<file path="src/rtl/serial_subtractor.sv">
// serial_subtractor: multi-cycle unsigned subtractor, diff = a - b mod 2^WIDTH,
// processing DIGIT_W bits per clock with a rippled borrow between digits.
// Valid/ready handshake on both sides; underflow is the borrow out of the MSB.
// Optional build macro ECPU_SUB_SATURATE_EN: when defined, an underflowing
// result is clamped to zero (underflow is still reported).
//
// state | meaning
// ------+-----------------------------------------------------------
// IDLE  | waiting for operands, in_ready=1
// RUN   | one digit per edge, STEPS edges total
// DONE  | result presented with out_valid=1 until out_ready
module serial_subtractor #(
    parameter int WIDTH   = 16,
    parameter int DIGIT_W = 4
) (
    input  logic             clk,
    input  logic             rst_n,
    input  logic             in_valid,
    output logic             in_ready,
    input  logic [WIDTH-1:0] a,
    input  logic [WIDTH-1:0] b,
    output logic             out_valid,
    input  logic             out_ready,
    output logic [WIDTH-1:0] diff,
    output logic             underflow
);

    localparam int STEPS = WIDTH / DIGIT_W;
    localparam int CNT_W = (STEPS > 1) ? $clog2(STEPS) : 1;
    localparam logic [CNT_W-1:0] LAST_STEP = CNT_W'(STEPS - 1);

    typedef enum logic [1:0] {
        S_IDLE = 2'd0,
        S_RUN  = 2'd1,
        S_DONE = 2'd2
    } state_t;

    state_t state;
    state_t state_nxt;

    // a_sh doubles as the result register: result digits enter at the top
    // as minuend digits leave at the bottom, so after STEPS edges it holds
    // the complete difference.
    logic [WIDTH-1:0] a_sh;
    logic [WIDTH-1:0] b_sh;
    logic [WIDTH-1:0] res_nxt;
    logic             borrow;
    logic [CNT_W-1:0] cnt;

    logic [DIGIT_W:0]   dig_full;
    logic [DIGIT_W-1:0] dig;
    logic               dig_bout;
    logic               last_step;

    assign in_ready  = (state == S_IDLE);
    assign out_valid = (state == S_DONE);
    assign last_step = (cnt == LAST_STEP);

    // One digit of a - b - borrow; the extra top bit is the digit borrow-out.
    always_comb begin
        dig_full = {1'b0, a_sh[DIGIT_W-1:0]}
                 - {1'b0, b_sh[DIGIT_W-1:0]}
                 - {{DIGIT_W{1'b0}}, borrow};
        dig      = dig_full[DIGIT_W-1:0];
        dig_bout = dig_full[DIGIT_W];
    end

    generate
        if (DIGIT_W == WIDTH) begin : g_full_digit
            assign res_nxt = dig;
        end else begin : g_part_digit
            assign res_nxt = {dig, a_sh[WIDTH-1:DIGIT_W]};
        end
    endgenerate

    // State register.
    always_ff @(posedge clk or negedge rst_n) begin
        if (!rst_n) begin
            state <= S_IDLE;
        end else begin
            state <= state_nxt;
        end
    end

    // Next-state logic.
    always_comb begin
        state_nxt = state;
        case (state)
            S_IDLE: if (in_valid)  state_nxt = S_RUN;
            S_RUN:  if (last_step) state_nxt = S_DONE;
            S_DONE: if (out_ready) state_nxt = S_IDLE;
            default:               state_nxt = S_IDLE;
        endcase
    end

    // Datapath: operand capture, digit-serial subtract, result publish.
    always_ff @(posedge clk or negedge rst_n) begin
        if (!rst_n) begin
            a_sh      <= '0;
            b_sh      <= '0;
            borrow    <= 1'b0;
            cnt       <= '0;
            diff      <= '0;
            underflow <= 1'b0;
        end else begin
            case (state)
                S_IDLE: begin
                    if (in_valid) begin
                        a_sh   <= a;
                        b_sh   <= b;
                        borrow <= 1'b0;
                        cnt    <= '0;
                    end
                end
                S_RUN: begin
                    a_sh   <= res_nxt;
                    b_sh   <= b_sh >> DIGIT_W;
                    borrow <= dig_bout;
                    cnt    <= cnt + CNT_W'(1);
                    // diff only changes here, so no partial result is ever visible.
                    if (last_step) begin
                        underflow <= dig_bout;
`ifdef ECPU_SUB_SATURATE_EN
                        diff      <= dig_bout ? '0 : res_nxt;
`else
                        diff      <= res_nxt;
`endif
                    end
                end
                default: begin
                end
            endcase
        end
    end

endmodule

</file>
<file path="config.mk">
export PLATFORM = sky130hd
export DESIGN_NAME = serial_subtractor
export DESIGN_NICKNAME = d
export VERILOG_FILES = /design/src/rtl/serial_subtractor.sv
export SDC_FILE = /design/constraint.sdc
export NUM_CORES = 1
export LEC_CHECK = 0
export ABC_AREA = 1
export CAP_MARGIN = 30
export CORE_ASPECT_RATIO = 0.5
export CORE_MARGIN = 2
export CORE_UTILIZATION = 40
export CTS_BUF_LIST = sky130_fd_sc_hd__clkbuf_2
export CTS_CLUSTER_SIZE = 8
export DETAILED_ROUTE_END_ITERATION = 8
export GPL_ROUTABILITY_DRIVEN = 0
export HOLD_SLACK_MARGIN = 0.1
export PLACE_DENSITY = 0.75
export SLEW_MARGIN = 10
export SYNTH_ARGS = -nofsm -noshare
export SYNTH_HDL_FRONTEND = slang
export SYNTH_SLANG_ARGS = --single-unit
</file>
<file path="constraint.sdc">
create_clock -name clk -period 2.5 [get_ports clk]
set_input_delay 0.5 -clock clk [delete_from_list [all_inputs] [get_ports clk]]
set_output_delay 0.5 -clock clk [all_outputs]
set_load 0.1 [all_outputs]
</file>
==> impl_metrics.toml <==
[sta]
setup_tns_ns = 0
finalSetupViolCount = 0
tightest_slew_ns = 0.546
slew_viol_final = 0
skew_ns = 0.0253
fmax_ghz = 0.421
fin_crit_sh_pct = 95.1
rsz0062_at_grt = "no"
slew_headroom_pct = 63.5
hold_violations = 0
fin_crit_ns = 2.38

[grt]
grt_max_degree = 34
grt_pass1_vias = 2153
antenna_found_initial = 0
grt_pass1_wl_um = 9600
gr-total-overflow = 0
grt.total_usage_pct = 15.9

[run]
maxCapViolations = 0

[clock_tree]
root_buffer = "clkbuf_2"
cts.sinks = 54
clkTransAtPathRegs_ns = 0.28
cts_tree = "done"
clockBufferDepth = 2
clock_latency_ns = 0.45
cts_buffers = 5
htreeDepth = 2

[synth]
synth_compound_area_share_pct = 19.8
yosysSeqAreaShare_pct = 49.5
ys_types = 33
synthesis.nets = 328
postSynthCellCount = 283
synthAdderAreaFrac_pct = 4.67
synth_top_family_by_area = "compound AO/OA/AOI/OAI gates"
yosysTopAreaCell = "dfrtp_1"
netlist_top_cells_area = "dfrtp_1, nand2_1, o21ai_2"
synth_top_area_share_pct = 49.5
yosys_register_bits = 54
synthXorXnorAreaFrac_pct = 0.641
synth.avg_cell_area_sq_um = 9.66
yosys.area_share.simple_pct = 16.2
synthesis.area_sq_um = 2730
synthMuxAreaShare_pct = 0
ys_warn_count = 0

[setup_path]
cpMaxStageDelayCell = "fa_1"
worstSetupPathType = "register to register"
critPathArrivalTime_ns = 2.78
crit_start = "a_sh[0]$_DFFE_PN0P_"
rrSetupSlack_ns = 0.12
path_cells = "fa_1 -> inv_1 -> ha_1 -> or2_2 -> inv_1 -> fa_2 -> nand2_1 -> o211ai_1 -> o21ai_0"
rr_worst_depth = 9
reg2reg_to = "a_sh[13]$_DFFE_PN0P_"
crit_path_end_kind = "register"
start_kind = "register"
path_common_cell = "inv_1"
reg2reg_from = "a_sh[0]$_DFFE_PN0P_"
critPathMaxStageDelay_ns = 0.57
critPathRequiredTime_ns = 2.90
crit_fanout = 2

[floorplanning]
io_pins = 55
start_util_pct = 41.1
die-width_um = 121
fp.dieH_um = 62.4
dieArea_sq_um = 7550
core_sq_um = 6650
rows = 21

[routing]
wl_per_cell_um = 13.1
drtPass1Iterations = 4
drcViolationCount = 0
initialDrtViolationCount = 67
via_per_inst = 4.82
drt.antenna.violating_nets = 0
vias = 2061
wirelength_um = 5620

[cells_and_area]
antennaDiodeCount = 0
multi_input_area_sq_um = 1130
ff_latch_area_sq_um = 1350
area_delta_synth_final_pct = 21.8
fillers = 645
layout-drive-gt1-share_pct = 24.1
nNetsFinal = 380

[place]
port_buffers = 54
post-dp-hpwl_um = 4100

[min_path]
min_path_type = "input port to asynchronous set/reset pin"

[outcome]
status = "completed"
## cell families after synthesis
group	count (synthesis)
AOI/OAI and AO/OA	75
xor gates and xnor gates	2
buffers and inverters	42
and+or+nand+nor	101
adders and majority gates	9
DFF	54
## layout make-up
class                   count  share of cell area, %
clock buffers               6                  0.902
clock inverters             2                   1.13
inverters                  28                   3.31
multi-input cells         187                   34.0
flip-flops and latches     54                   40.6
well taps                  92                   3.46
repair buffers             59                   16.6
## worst max-delay path: cells and delay by family (launching register included)
| family | cells | cell delay [ns] |
|---|---|---|
| flops | 1 | 0.47 |
| compound gates | 2 | 0.19 |
| simple gates | 2 | 0.37 |
| fa+ha+maj | 3 | 1.19 |
| buf+inv | 2 | 0.12 |
## placed cells by master, fill, tap and decap left out, types with 2 or more instances in the layout
cell type | synthesis | routed
o22ai_1 | 4 | 4
o21ai_0 | 11 | 11
ha_1 | 7 | 7
inv_4 | 2 | 2
buf_4 | 3 | 21
nor2_2 | 8 | 8
dfrtp_1 | 54 | 54
nor2_1 | 23 | 23
clkbuf_2 | 0 | 6
o21ai_2 | 19 | 19
clkdlybuf4s50_1 | 0 | 34
nand2_1 | 57 | 57
inv_1 | 24 | 24
buf_12 | 2 | 2
o22ai_2 | 10 | 10
nand2_4 | 2 | 2
a21oi_1 | 2 | 2
o21ai_1 | 24 | 24
inv_2 | 2 | 2
nand3_1 | 7 | 7
## cells in the mapped netlist (all sizes together)
cell,count
a21oi,3
a22o,1
buf,14
dfrtp,54
fa,2
ha,7
inv,28
nand2,60
nand3,8
nor2,32
o211ai,1
o21ai,54
o21bai,1
o22ai,14
o31ai,1
or2,1
xnor2,1
xor2,1
## flip-flops by register name, indices dropped and copies added (netlist names)
register   cells
a_sh          16
diff          16
underflow      1
cnt            2
borrow         1
state          2
b_sh          16
## worst max-delay path by stage
stage / end / slack (ns) / cells after the start
finish: a_sh[13]$_DFFE_PN0P_ / 0.12 / 9
global route: underflow$_DFFE_PN0P_ / 0.003 / 10
CTS: a_sh[13]$_DFFE_PN0P_ / 0.11 / 9
detailed placement: a_sh[13]$_DFFE_PN0P_ / 0.16 / 9
global placement: a_sh[13]$_DFFE_PN0P_ / 0.27 / 9
floorplan: in_ready / 0.1 / 2
## per-stage QoR
step	hold WS (ns)	util [%]	cell area [sq um]	std cells	setup slack [ns]
floorplan	0.204	-	2730	283	0.0988
global placement	0.461	48.9	3250	419	0.271
detailed placement	0.467	48.9	3250	419	0.162
CTS	0.520	50.0	3330	428	0.107
global route	0.533	50.1	3330	428	0.00295
finish	0.505	50.1	3330	428	0.123
## per-layer routing
metal	wire, um	track usage, %	up-vias	share of wire (%)
li1	-	-	1025	-
met1	2570	19.5	1001	46
met2	2840	28.8	31	51
met3	164	3.28	4	2.9
met4	41	3.49	0	0.73
met5	0	0	-	0
## what timing repair did
action,in CTS,in global routing
hold buffers,1,0
endpoints found under the hold margin,23,0
endpoints found under the setup margin,0,1
resized for setup,0,1
setup buffers,0,0
Power is left out: the tool's default activity adds up to more than one toggle a clock period on the data nets, which glitch-free logic cannot reach.
